==> src/rtl/alu_psr.sv <==
// ALU with processor status register: single-cycle arithmetic, logic and shift ops,
// plus an iterative shift-add multiplier that holds off new requests while it runs.
module alu_psr #(
    parameter int WIDTH = 16
) (
    input  logic             clk,
    input  logic             reset,
    input  logic             in_valid,
    output logic             in_ready,
    input  logic [WIDTH-1:0] A,
    input  logic [WIDTH-1:0] B,
    input  logic [7:0]       Opcode,
    output logic [WIDTH-1:0] C,
    output logic             out_valid,
    output logic [4:0]       Flags,
    input  logic             psr_we,
    input  logic [4:0]       psr_in
);

    // state    | meaning
    // IDLE     | accepting requests, single-cycle ops complete at the next edge
    // MUL_BUSY | shift-add multiply in progress, in_ready low

    localparam int SW = $clog2(WIDTH);

    localparam logic [7:0] OP_NOP  = 8'h00;
    localparam logic [7:0] OP_AND  = 8'h01;
    localparam logic [7:0] OP_OR   = 8'h02;
    localparam logic [7:0] OP_XOR  = 8'h03;
    localparam logic [7:0] OP_ADD  = 8'h05;
    localparam logic [7:0] OP_ADDU = 8'h06;
    localparam logic [7:0] OP_ADDC = 8'h07;
    localparam logic [7:0] OP_SUB  = 8'h09;
    localparam logic [7:0] OP_CMP  = 8'h0B;
    localparam logic [7:0] OP_MUL  = 8'h0E;
    localparam logic [7:0] OP_NOT  = 8'h0F;
    localparam logic [7:0] OP_RSH  = 8'h4F;
    localparam logic [7:0] OP_LSH  = 8'h84;
    localparam logic [7:0] OP_ARSH = 8'h88;

    typedef enum logic {
        IDLE     = 1'b0,
        MUL_BUSY = 1'b1
    } state_t;

    state_t           state, state_nxt;
    logic [WIDTH-1:0] c_nxt;
    logic [4:0]       psr_nxt;
    logic             ov_nxt;
    logic [WIDTH-1:0] acc, acc_nxt, mcand, mcand_nxt, mplier, mplier_nxt;
    logic [SW-1:0]    cnt, cnt_nxt;

    logic             cin;
    logic [WIDTH:0]   add_full;
    logic [WIDTH-1:0] sum, diff, acc_step;
    logic             add_ovf, sub_ovf;
    logic [SW-1:0]    shamt;

    // ADD and ADDC share one adder; ADDC pulls in the PSR carry as it stands now
    assign cin      = (Opcode == OP_ADDC) ? Flags[0] : 1'b0;
    assign add_full = {1'b0, A} + {1'b0, B} + (WIDTH+1)'(cin);
    assign sum      = add_full[WIDTH-1:0];
    assign diff     = A - B;
    assign add_ovf  = (A[WIDTH-1] == B[WIDTH-1]) && (sum[WIDTH-1] != A[WIDTH-1]);
    assign sub_ovf  = (A[WIDTH-1] != B[WIDTH-1]) && (diff[WIDTH-1] != A[WIDTH-1]);
    assign shamt    = B[SW-1:0];
    assign acc_step = acc + (mplier[0] ? mcand : '0);

    always_comb begin
        state_nxt  = state;
        c_nxt      = C;
        psr_nxt    = Flags;
        ov_nxt     = 1'b0;
        acc_nxt    = acc;
        mcand_nxt  = mcand;
        mplier_nxt = mplier;
        cnt_nxt    = cnt;
        in_ready   = (state == IDLE);

        case (state)
            IDLE: begin
                if (in_valid) begin
                    ov_nxt = 1'b1;
                    case (Opcode)
                        OP_ADD, OP_ADDC: begin
                            c_nxt   = sum;
                            psr_nxt = {sum[WIDTH-1], (sum == '0), add_ovf, Flags[1], add_full[WIDTH]};
                        end
                        OP_SUB: begin
                            c_nxt   = diff;
                            psr_nxt = {diff[WIDTH-1], (diff == '0), sub_ovf, Flags[1], (A < B)};
                        end
                        OP_CMP: begin
                            c_nxt   = '0;
                            psr_nxt = {($signed(A) < $signed(B)), (A == B), Flags[2], (A < B), Flags[0]};
                        end
                        OP_ADDU: c_nxt = sum;
                        OP_AND:  c_nxt = A & B;
                        OP_OR:   c_nxt = A | B;
                        OP_XOR:  c_nxt = A ^ B;
                        OP_NOT:  c_nxt = ~A;
                        OP_LSH:  c_nxt = A << shamt;
                        OP_RSH:  c_nxt = A >> shamt;
                        OP_ARSH: c_nxt = WIDTH'($signed(A) >>> shamt);
                        OP_MUL: begin
                            ov_nxt     = 1'b0;
                            state_nxt  = MUL_BUSY;
                            acc_nxt    = '0;
                            mcand_nxt  = A;
                            mplier_nxt = B;
                            cnt_nxt    = SW'(WIDTH-1);
                        end
                        OP_NOP:  c_nxt = '0;
                        default: c_nxt = '0;
                    endcase
                end
            end
            MUL_BUSY: begin
                acc_nxt    = acc_step;
                mcand_nxt  = mcand << 1;
                mplier_nxt = mplier >> 1;
                if (cnt == '0) begin
                    c_nxt     = acc_step;
                    ov_nxt    = 1'b1;
                    state_nxt = IDLE;
                end else begin
                    cnt_nxt = cnt - SW'(1);
                end
            end
            default: state_nxt = IDLE;
        endcase

        // a context restore overrides any flag update landing on the same edge
        if (psr_we) psr_nxt = psr_in;
    end

    always_ff @(posedge clk) begin
        if (reset) begin
            state     <= IDLE;
            C         <= '0;
            Flags     <= '0;
            out_valid <= 1'b0;
            acc       <= '0;
            mcand     <= '0;
            mplier    <= '0;
            cnt       <= '0;
        end else begin
            state     <= state_nxt;
            C         <= c_nxt;
            Flags     <= psr_nxt;
            out_valid <= ov_nxt;
            acc       <= acc_nxt;
            mcand     <= mcand_nxt;
            mplier    <= mplier_nxt;
            cnt       <= cnt_nxt;
        end
    end

endmodule

==> config.mk <==
export PLATFORM = sky130hd
export DESIGN_NAME = alu_psr
export DESIGN_NICKNAME = d
export VERILOG_FILES = /design/src/rtl/alu_psr.sv
export SDC_FILE = /design/constraint.sdc
export NUM_CORES = 1
export LEC_CHECK = 0
export BUFFER_PORTS_ARGS = -buffer_cell sky130_fd_sc_hd__buf_4
export CAP_MARGIN = 25
export CORE_MARGIN = 4
export CORE_UTILIZATION = 45
export CTS_BUF_LIST = sky130_fd_sc_hd__clkbuf_16
export DETAILED_ROUTE_END_ITERATION = 8
export PLACE_DENSITY = 0.65
export SETUP_SLACK_MARGIN = 0.05
export SKIP_CTS_REPAIR_TIMING = 1
export SYNTH_ARGS = -nofsm -noshare
export SYNTH_HDL_FRONTEND = slang
export SYNTH_SLANG_ARGS = --single-unit
==> constraint.sdc <==
create_clock -name clk -period 3.4 [get_ports clk]
set_input_delay 0 -clock clk [delete_from_list [all_inputs] [get_ports clk]]
set_output_delay 0 -clock clk [all_outputs]
set_load 0.01 [all_outputs]
== Word level (Yosys, flattened, before mapping) ==
Cells that the tools add are included.
Operators by class
  order comparisons: 2
  bitwise logic cells: 5
  eq/ne operators: 27
  reductions and logical operators: 17
  muxes and demuxes: 31
  $add $sub $neg: 5
  shift-type cells: 3
Operator list (number)
  case mux 16 bit (10 select lines): 1
  2-to-1 mux 16 bit: 9
  case mux 16 bit (2 select lines): 4
  equality test 8 x 4 -> 1 bit (second input constant): 4
  logical NOT 16 bit: 2
  less-than comparator 16 bit: 2
  equality test 8 x 3 -> 1 bit (second input constant): 3
  adder 16 x 16 -> 17 bit: 1
  adder 17 x 1 -> 17 bit: 1
  adder 16 bit: 1
  AND 16 bit: 1
  equality test 16 bit: 1
  equality test 8 x 2 -> 1 bit (second input constant): 2
  equality test 8 bit (second input constant): 2
  inverter 16 bit: 1
  bitwise OR 16 bit: 1
  << shifter 16 x 4 -> 16 bit: 1
  right shift 16 x 4 -> 16 bit: 1
  >>> shifter 16 x 4 -> 16 bit: 1
  subtractor 16 bit: 1
  XOR 16 bit: 1
  2-to-1 mux 5 bit: 3
  case mux 5 bit (3 select lines): 1
  inequality test 2 bit (second input constant): 7
  other kinds (22): 38
Storage, ports and cells
  input port bits: 49
  flip-flop bits (word level): 75
  output and inout bits: 23
  word-level logic and storage cells: 100

== Depth between registers and ports, before layout ==
Gate-level depths: netlist of run 1.
  word-level depth: 9
  gate-level depth with buffers: 14
  depth with buffers taken out: 13

== Least setup slack after synthesis of run 1 ==
No wires, ideal clock.
  kind: input to register
  start point: in B[2]
  end point: reg Flags[3]
  data arrival time: 3.521 ns
  buffers on the path: 4
  stages: 14
  path slack: -0.205 ns
  data required time: 3.316 ns
  setup time: 0.084 ns
  cell sequence: clkbuf_1 -> inv_1 -> clkbuf_1 -> clkbuf_1 -> ha_1 -> clkbuf_1 -> or3_1 -> o221ai_1 -> o211ai_1 -> xnor2_1 -> nand2b_1 -> or4_1 -> or4b_1 -> o31ai_2
On the way
  longest elaborated chain between the ends: 7
RTL lines
  start, declared: RTL line 11  | input logic [WIDTH-1:0] B,
  adder 16 x 16 -> 17 bit: RTL line 61  | assign add_full = {1'b0, A} + {1'b0, B} + (WIDTH+1)'(cin);
  adder 17 x 1 -> 17 bit: RTL line 61
  logical NOT 16 bit: RTL line 87  | psr_nxt = {sum[WIDTH-1], (sum == '0), add_ovf, Flags[1], add_full[WIDTH]};
  case mux 5 bit (3 select lines) *: RTL line 84  | case (Opcode)
  2-to-1 mux 5 bit *: RTL line 82  | if (in_valid) begin
  2-to-1 mux 5 bit *: RTL line 80  | case (state)
  2-to-1 mux 5 bit *: RTL line 134  | if (psr_we) psr_nxt = psr_in;
  end signal, assigned: RTL line 150  | Flags <= psr_nxt;
  end, declared: RTL line 15  | output logic [4:0] Flags,
Every way passes the cells marked *; elsewhere a longest branch is shown, timed or not. The select of a mux whose other input is x is not followed.
A chain may end at the register's enable or synchronous reset.

== Final worst setup path of run 1 ==
  start point: in Opcode[5]
  end point: reg C[14]
On the way
  longest elaborated chain between the ends: 6
RTL lines
  start, declared: RTL line 12  | input logic [7:0] Opcode,
  equality test 8 x 3 -> 1 bit: RTL line 60, 84
  2-to-1 mux 1 bit: RTL line 60  | assign cin = (Opcode == OP_ADDC) ? Flags[0] : 1'b0;
  adder 17 x 1 -> 17 bit: RTL line 61
  case mux 16 bit (10 select lines): RTL line 84
  2-to-1 mux 16 bit: RTL line 82
  case mux 16 bit (2 select lines): RTL line 80
  end signal, assigned: RTL line 149  | C <= c_nxt;
  end, declared: RTL line 13  | output logic [WIDTH-1:0] C,
Parallel ways exist; a longest one is shown, timed or not. The select of a mux whose other input is x is not followed.

==> results of run 1 <==
## worst max-delay path by stage
| stage | to | cells past startpoint | slack, ns |
|---|---|---|---|
| 2_1_floorplan | Flags[3]$_SDFFE_PP0P_ | 14 | 0.09 |
| 3_3_place_gp | C[14]$_SDFFE_PP0P_ | 15 | 0.03 |
| 3_5_place_dp | C[14]$_SDFFE_PP0P_ | 15 | 0.0003 |
| 4_1_cts | C[14]$_SDFFE_PP0P_ | 11 | 0.30 |
| 5_1_grt | C[14]$_SDFFE_PP0P_ | 15 | 0.06 |
| 6_report | C[14]$_SDFFE_PP0P_ | 15 | 0.32 |
## power groups by stage
stage / registers [W] / logic (W) / clock network [W]
floorplan: 0.000928 / 0.000535 / 0
global placement: 0.000927 / 0.000840 / 0
detailed placement: 0.000927 / 0.000844 / 0
CTS: 0.000907 / 0.000848 / 0.00116
global route: 0.000908 / 0.000938 / 0.00119
finish: 0.000908 / 0.000867 / 0.00113
## cells in the mapped netlist (15+ instances only)
cell	n
nand2_1	76
ha_1	65
mux2i_1	46
o21ai_0	49
xor2_1	15
dfxtp_1	75
xnor2_1	20
nand3_1	16
nor3_1	26
a31oi_1	16
mux4_2	21
a211oi_1	46
and2_1	22
nor2_1	134
inv_1	51
a21oi_1	68
clkbuf_1	81
## through the flow
step / instance area, sq um / util / hold WS (ns)
after floorplan: 8285 / - / 0.09445
after global placement: 9206 / 0.5108 / 0.2385
after detailed placement: 9206 / 0.5108 / 0.2489
after CTS: 9555 / 0.5301 / -0.1126
after global routing: 9587 / 0.5319 / 0.03258
final: 9587 / 0.5319 / 0.004317
## routing by layer
layer  up-vias  routed length [um]  global-route usage
met4         0                1235              0.1046
li1       4144                   -                   -
met1      4130               12830              0.4093
met3        73                2807             0.05125
met5         -                   0                   0
met2       499               12810              0.4246
## critical path: cells and delay by family
kind	cells	cell delay [ns]
adder cells (fa/ha/maj)	2	0.80
AND/OR/NAND/NOR	5	1.15
multiplexers	1	0.16
buffers and inverters	2	0.26
AO/OA/AOI/OAI	5	0.88
## cells by family (layout without fill, tap and decap cells)
kind of cell / Yosys count / in the layout / share of synthesized area
AND/OR/NAND/NOR: 367 / 367 / 0.2143
adder cells (fa/ha/maj): 69 / 69 / 0.1080
AO/OA/AOI/OAI: 335 / 335 / 0.2810
XOR/XNOR: 35 / 35 / 0.03705
multiplexers: 69 / 69 / 0.1155
buffers and inverters: 138 / 196 / 0.06275
flip-flops: 75 / 75 / 0.1815
## sequential cells by signal, indices dropped and copies added (netlist names)
name and count:
C 16, acc 16, mcand 16, mplier 16, Flags 5, cnt 4, out_valid 1, state 1
## cell type report
cell class	instances	area, sq um	share of cell area
repair buffers	128	965.9	0.1008
flip-flops and latches	75	1503	0.1567
well taps	229	286.5	0.02989
clock inverters	7	123.9	0.01292
inverters	52	195.2	0.02036
multi-input cells	875	6287	0.6558
clock buffers	9	225.2	0.02349
==> results by group, run 1 <==
CTS
  • Clock buffer count from CTS: 9
  • Clock tree from TritonCTS: yes
  • Clk Latency, worst-skew pair: 0.34 ns
  • H-Tree Depth: 3
  • Root buffer cell: clkbuf_16
  • Reg clk slew, reported paths: 0.07 ns
  • CTS max path bufs: 2
  • CTS Sinks: 75

STA
  • Slew Viols, Final: 0
  • Post-Route Setup TNS: 0 ns
  • F_max: 325.1 MHz
  • Final Critical Period: 3.076 ns
  • RSZ-0062 raised after global routing: false
  • Worst-Margin Slew: 0.9919 ns
  • Layout Skew: 0.01287 ns
  • Crit share post-route: 0.9046
  • Setup violators final: 0
  • Final Hold Fails: 0
  • Setup WS post-layout: 0.3244 ns
  • Max-slew headroom: 0.3388

Power and ir drop
  • Part of the power in combinational logic: 0.298
  • Cell Pwr Density: 303.3 mW/mm^2
  • Worst VDD drop: 0.0002187 V
  • P_sw: 0.0009393 W
  • Pwr Total: 0.002907 W
  • Flop pwr share: 0.312
  • Int Pwr: 0.001968 W
  • Leak: 3.767 nW
  • Net Sw Frac: 0.3231
  • Clock power frac: 0.390

Finish
  • Finished Layout Cells: 1,375
  • N_diodes: 0
  • Commonest non-fill, non-tap cell in the layout: nor2_1
  • Final Net Count: 1,259
  • Fillers: 1,776
  • Layout cells sized above 1: 0.1667
  • Most frequent cells in the layout: nor2_1, buf_4, nand2_1, dfxtp_1, a21oi_1
  • Layout area overhead: 15.86%

Worst setup path
  • CP startpoint: Opcode[5]
  • Critical path cell sequence: buf_4, or4_1, nor2_1, nand3_2, fa_1, fa_1, nor2b_1, o21bai_1, a21boi_1, buf_4, o211ai_1, mux2i_1, a221o_1, nand2_1, a311oi_1
  • CP max FO: 5
  • Slowest stage delay, CP: 0.55 ns
  • Worst R2R End: C[14]$_SDFFE_PP0P_
  • Critical Path RT: 3.58 ns
  • Worst setup EP type: flop
  • Internal reg-to-reg setup slack: 0.37 ns
  • CP Class: in2reg
  • WP data arrival: 3.26 ns
  • CP Launch Type: input pin
  • Reg-to-reg critical path startpoint: mcand[0]$_SDFFE_PP0P_
  • Crit-path slowest cell: or4_1
  • R2R depth: 11

Worst hold path
  • Min-Delay Endpoint: Flags[0]$_SDFFE_PP0P_
  • WHS Path Cells: 5
  • HP Class: in2reg
  • Min-delay src: psr_in[0]

Detailed routing
  • Mean routed wirelength per cell: 21.59 um
  • # DRC: 0
  • Number of iterations in the first detailed-routing pass: 6
  • DRT Wirelength: 29,680 um
  • Avg Vias per Cell: 6.433
  • Vias: 8,846
  • Antenna-violating nets left: 0
  • 1st-iter DRT viols: 899

Logic synthesis
  • Gate Count Post-Synth: 1,088
  • Post-Syn Area: 0.008274 sq mm
  • Synth warn: 0
  • Dominant cell type by area after synthesis: dfxtp_1
  • Post-Syn Nets: 1,206
  • Post-synthesis sequential area ratio: 0.1815
  • Post-synth top area share: 0.1815
  • Synth area leaders: dfxtp_1, ha_1, nor2_1, mux4_2, mux2i_1
  • EDFF count, synth: 0
  • Cell variety after synth: 73
  • Seq cells post-synth: 75
  • Mean cell area of the mapped netlist: 7.605 sq um
  • Post-synth ARST share: 0
  • Top_reg_cell synth: dfxtp_1

Place
  • Hpwl dp: 22,700 um
  • Dpl cells: 1,357
  • Port Buf Inserts: 71
  • Routability congestion estimate: 0.9792
  • DP Worst Slack: 0.0003246 ns

Global route
  • Largest net degree at the start of global routing: 77
  • Initial antenna violation count: 0
  • Global Route Usage Sum: 0.2842
  • GRT Residual Overflow: 0
  • Vias in the first global route: 7,891
  • Global-route wire length before repair: 45,530 um

Floorplanning
  • Number of I/O pins: 72
  • Die area: 0.02062 sq mm
  • Die width: 143.6 um
  • Std-Cell Rows: 49
  • Die height: 143.6 um
  • Core Region: 0.01802 sq mm
  • Initial Util: 0.4590

Outcome
  • Status: completed

Run
  • MaxCap Viol Count: 0
(Power assumes the default switching activity.)
==> run 2, diff against run 1 <==
--- a/config.mk
+++ b/config.mk
@@ -5,7 +5,7 @@
 export SDC_FILE = /design/constraint.sdc
 export NUM_CORES = 1
 export LEC_CHECK = 0
-export BUFFER_PORTS_ARGS = -buffer_cell sky130_fd_sc_hd__buf_4
+export BUFFER_PORTS_ARGS = -buffer_cell sky130_fd_sc_hd__buf_2
 export CAP_MARGIN = 25
 export CORE_MARGIN = 4
 export CORE_UTILIZATION = 45
==> results by group, run 2 (synthesis gave the netlist of run 1 again) <==
CTS
  • Root buffer cell: clkbuf_16
  • Reg clk slew, reported paths: 0.06 ns
  • CTS Sinks: 75
  • Clock buffer count from CTS: 9
  • Clock tree from TritonCTS: yes
  • Clk Latency, worst-skew pair: 0.35 ns
  • CTS max path bufs: 2
  • H-Tree Depth: 3

Power and ir drop
  • Pwr Total: 0.002700 W
  • Cell Pwr Density: 286.7 mW/mm^2
  • Worst VDD drop: 0.0002795 V
  • Leak: 3.746 nW

Global route
  • Vias in the first global route: 8,204
  • GRT Residual Overflow: 0
  • Global Route Usage Sum: 0.2940
  • Global-route wire length before repair: 46,940 um
  • Initial antenna violation count: 0
  • Largest net degree at the start of global routing: 76

Finish
  • Fillers: 1,770
  • Post-route cell area: 0.009419 sq mm
  • N_diodes: 0
  • Layout area overhead: 13.84%
  • Final Net Count: 1,272
  • Layout cells sized above 1: 0.1743
  • Commonest non-fill, non-tap cell in the layout: nor2_1
  • Most frequent cells in the layout: nor2_1, nand2_1, dfxtp_1, buf_2, buf_4

Floorplanning
  • Die area: 0.02062 sq mm
  • Core Region: 0.01802 sq mm
  • Std-Cell Rows: 49
  • Number of I/O pins: 72
  • Die height: 143.6 um
  • Die width: 143.6 um
  • Initial Util: 0.4590

Outcome
  • Status: complete, but fails checks
  • Failing checks: hold timing

Detailed routing
  • Avg Vias per Cell: 6.339
  • # DRC: 0
  • Antenna-violating nets left: 0
  • Mean routed wirelength per cell: 22.08 um
  • Number of iterations in the first detailed-routing pass: 7
  • 1st-iter DRT viols: 872
  • DRT Wirelength: 30,640 um
  • Vias: 8,799

Place
  • Port Buf Inserts: 71
  • DP Worst Slack: 0.02500 ns
  • Routability congestion estimate: 1.044
  • Hpwl dp: 23,740 um
  • DP Area: 0.009135 sq mm

Worst setup path
  • Critical path cell sequence: buf_4, and2_1, ha_1, a211o_1, a21oi_1, a21boi_0, a221oi_1, nor2b_1, xnor2_1, nand2_1, a311oi_1
  • CP max FO: 15
  • CP Launch Type: flop
  • Crit-path slowest cell: a221oi_1
  • Critical Path RT: 3.66 ns
  • WP data arrival: 3.33 ns
  • Worst setup EP type: flop
  • Slowest stage delay, CP: 0.40 ns
  • CP Class: reg2reg

STA
  • Worst hold slack: -0.01610 ns
  • Worst-Margin Slew: 0.8727 ns
  • Slew Viols, Final: 0
  • Max-slew headroom: 0.4182
  • F_max: 324.9 MHz
  • Layout Skew: 0.01117 ns
  • RSZ-0062 raised after global routing: false
  • Post-Route Setup TNS: 0 ns
  • Final Hold Fails: 3
  • Crit share post-route: 0.9053
  • Setup WS post-layout: 0.3219 ns
  • Final Critical Period: 3.078 ns
  • Setup violators final: 0

Run
  • MaxCap Viol Count: 0

Worst hold path
  • HP Class: in2reg
run 2: cell types whose count changed in the layout (fill, tap and decap cells not counted):
cell | before | now
buf_2 | 0 | 71
dlygate4sd3_1 | 2 | 1
clkinv_1 | 1 | 3
a21oi_1 | 67 | 68
buf_4 | 126 | 69
nor3_2 | 0 | 1
a21oi_2 | 1 | 0
nand3_2 | 1 | 0
nand3_1 | 15 | 16
inv_6 | 2 | 1
bufinv_16 | 3 | 0
clkinv_2 | 0 | 2
nor3_1 | 26 | 25
run 2: worst max-delay path: cells and delay by family, from the launching register on:
kind / cells / cell delay [ns]
AOI/OAI and AO/OA: 5 / 1.47
DFF: 1 / 0.36
adders and majority gates: 1 / 0.25
and+or+nand+nor: 3 / 0.55
xor gates and xnor gates: 1 / 0.13
buffers and inverters: 1 / 0.21
run 2: final cells by class:
cell class	instances	area, sq um	share of cell area
clock buffers	9	225.2	0.02391
clock inverters	7	42.54	0.004516
inverters	52	195.2	0.02072
multi-input cells	875	6284	0.6671
flip-flops and latches	75	1503	0.1595
well taps	229	286.5	0.03042
repair buffers	141	883.3	0.09378
run 2: report_power, final:
group          switching, W  internal (W)
registers         0.0000128      0.000894
logic              0.000526      0.000332
clock network      0.000443      0.000492
total              0.000982       0.00172
run 2: through the flow:
step | util | hold slack (ns) | std cells
2_1_floorplan | - | 0.09445 | 1088
3_3_place_gp | 0.5068 | 0.2338 | 1371
3_5_place_dp | 0.5068 | 0.2492 | 1371
4_1_cts | 0.5217 | -0.1092 | 1387
5_1_grt | 0.5226 | 0.01672 | 1388
6_report | 0.5226 | -0.01610 | 1388
run 2: final timing paths:
kind                                              from                      end  depth (start not counted)  slack [ns]
worst min register to register    acc[13]$_SDFFE_PP0P_     acc[13]$_SDFFE_PP0P_                          2        0.46
worst max register to register  mplier[0]$_SDFFE_PP0P_       C[13]$_SDFFE_PP0P_                         11        0.32
worst min-delay path                             B[15]  mplier[15]$_SDFFE_PP0P_                          3       -0.02
worst max-delay path            mplier[0]$_SDFFE_PP0P_       C[13]$_SDFFE_PP0P_                         11        0.32
run 2: routing by layer:
metal | up-vias | part of all wire | track usage
met2 | 438 | 0.43 | 0.4499
li1 | 4177 | - | -
met4 | 0 | 0.040 | 0.1090
met3 | 71 | 0.089 | 0.05890
met1 | 4113 | 0.44 | 0.4105
met5 | - | 0 | 0
==> run 3, diff against run 2 <==
--- a/config.mk
+++ b/config.mk
@@ -7,11 +7,13 @@
 export LEC_CHECK = 0
 export BUFFER_PORTS_ARGS = -buffer_cell sky130_fd_sc_hd__buf_2
 export CAP_MARGIN = 25
+export CELL_PAD_IN_SITES_DETAIL_PLACEMENT = 0
+export CELL_PAD_IN_SITES_GLOBAL_PLACEMENT = 2
 export CORE_MARGIN = 4
-export CORE_UTILIZATION = 45
+export CORE_UTILIZATION = 33
 export CTS_BUF_LIST = sky130_fd_sc_hd__clkbuf_16
 export DETAILED_ROUTE_END_ITERATION = 8
-export PLACE_DENSITY = 0.65
+export PLACE_DENSITY = 0.79
 export SETUP_SLACK_MARGIN = 0.05
 export SKIP_CTS_REPAIR_TIMING = 1
 export SYNTH_ARGS = -nofsm -noshare
==> results by group, run 3 (synthesis gave the netlist of run 1 again) <==
Outcome
  • Failing checks: hold timing
  • Status: complete, but fails checks

Place
  • Port Buf Inserts: 71
  • Dpl cells: 1,468
  • Hpwl dp: 25,830 um
  • Routability congestion estimate: 0.9380
  • DP Area: 0.009269 sq mm

Floorplanning
  • Die area: 0.02767 sq mm
  • Die height: 166.3 um
  • Core Region: 0.02446 sq mm
  • Die width: 166.3 um
  • Std-Cell Rows: 57
  • Number of I/O pins: 72
  • Initial Util: 0.3382

Detailed routing
  • Avg Vias per Cell: 5.807
  • Vias: 8,629
  • DRT Wirelength: 33,290 um
  • 1st-iter DRT viols: 760
  • # DRC: 0
  • Antenna-violating nets left: 0
  • Mean routed wirelength per cell: 22.40 um
  • Number of iterations in the first detailed-routing pass: 5

CTS
  • H-Tree Depth: 3
  • Clock buffer count from CTS: 9
  • CTS Sinks: 75
  • CTS max path bufs: 2
  • Root buffer cell: clkbuf_16
  • Clock tree from TritonCTS: yes
  • Clk Latency, worst-skew pair: 0.35 ns
  • Reg clk slew, reported paths: 0.07 ns

Global route
  • Largest net degree at the start of global routing: 76
  • GRT Residual Overflow: 0
  • Global Route Usage Sum: 0.2324
  • Global-route wire length before repair: 50,670 um
  • Vias in the first global route: 8,145
  • Initial antenna violation count: 0

Power and ir drop
  • Pwr Total: 0.002818 W
  • Leak: 3.774 nW
  • Cell Pwr Density: 293.4 mW/mm^2
  • Worst VDD drop: 0.0002159 V

STA
  • Worst hold slack: -0.01574 ns
  • Setup violators final: 0
  • Crit share post-route: 0.9217
  • Slew Viols, Final: 0
  • Worst-Margin Slew: 0.8993 ns
  • Final Hold Fails: 1
  • Final Critical Period: 3.134 ns
  • F_max: 319.1 MHz
  • Max-slew headroom: 0.4005
  • RSZ-0062 raised after global routing: false
  • Layout Skew: 0.01037 ns

Finish
  • Final Net Count: 1,275
  • Layout cells sized above 1: 0.1773
  • Post-route cell area: 0.009604 sq mm
  • N_diodes: 0
  • Layout area overhead: 16.07%
  • Finished Layout Cells: 1,486
  • Most frequent cells in the layout: nor2_1, nand2_1, dfxtp_1, buf_2, buf_4
  • Commonest non-fill, non-tap cell in the layout: nor2_1

Worst setup path
  • Critical Path RT: 3.68 ns
  • Worst setup EP type: flop
  • WP data arrival: 3.41 ns
  • CP Class: in2reg
  • CP Launch Type: input pin
  • CP max FO: 2

Worst hold path
  • HP Class: in2reg

Run
  • MaxCap Viol Count: 0
## run 3: cell types whose count changed in the layout (fill, tap and decap cells not counted), sizes merged
cell,change
clkinvlp,+1
dlygate4sd3,+1
bufinv,+1
clkinv,-5
inv,+3
buf,+2
## run 3: final timing paths
| path | from | end | slack (ns) | cells past startpoint |
|---|---|---|---|---|
| setup / recovery | Opcode[5] | Flags[3]$_SDFFE_PP0P_ | 0.27 | 14 |
| hold / removal | psr_in[2] | Flags[2]$_SDFFE_PP0P_ | -0.02 | 5 |
| hold reg to reg | acc[4]$_SDFFE_PP0P_ | acc[4]$_SDFFE_PP0P_ | 0.46 | 2 |
| setup reg to reg | mcand[0]$_SDFFE_PP0P_ | C[14]$_SDFFE_PP0P_ | 0.32 | 11 |
## run 3: metrics by stage
step	TNS [ns]	setup slack, ns	util
2_1_floorplan	0	0.08551	-
3_3_place_gp	-0.05107	-0.05107	0.3789
3_5_place_dp	-0.04932	-0.04932	0.3789
4_1_cts	0	0.2598	0.3915
5_1_grt	0	0.05744	0.3926
6_report	0	0.2662	0.3926
## run 3: metal layers
metal	routed length (um)	track usage	share of wire
met5	0	0	0
met1	15500	0.3277	0.47
met4	880	0.06724	0.026
met3	2040	0.04142	0.061
met2	14870	0.3649	0.45
## run 3: where the power goes
group | total, W | internal [W] | leakage, nW | switching [W]
combinational | 0.000871 | 0.000338 | 3.02 | 0.000532
clock | 0.00104 | 0.000583 | 0.145 | 0.000457
sequential | 0.000908 | 0.000894 | 0.609 | 0.0000144
## run 3: critical path, stage by stage
cell       delay [ns]
buf_2            0.10
or4_1            0.55
nor2_1           0.17
nand3_1          0.21
fa_1             0.45
fa_1             0.40
nor2b_1          0.18
o22a_1           0.20
xnor2_1          0.08
a2111oi_1        0.36
nand4_1          0.17
nor4_1           0.30
a31oi_1          0.16
o31ai_2          0.07
## run 3: final cells by class
class                   instances  area (sq um)
flip-flops and latches         75          1503
repair buffers                144         908.4
clock inverters                 7         82.58
inverters                      52         195.2
multi-input cells             875          6285
fillers                      2561         14860
well taps                     324         405.4
clock buffers                   9         225.2
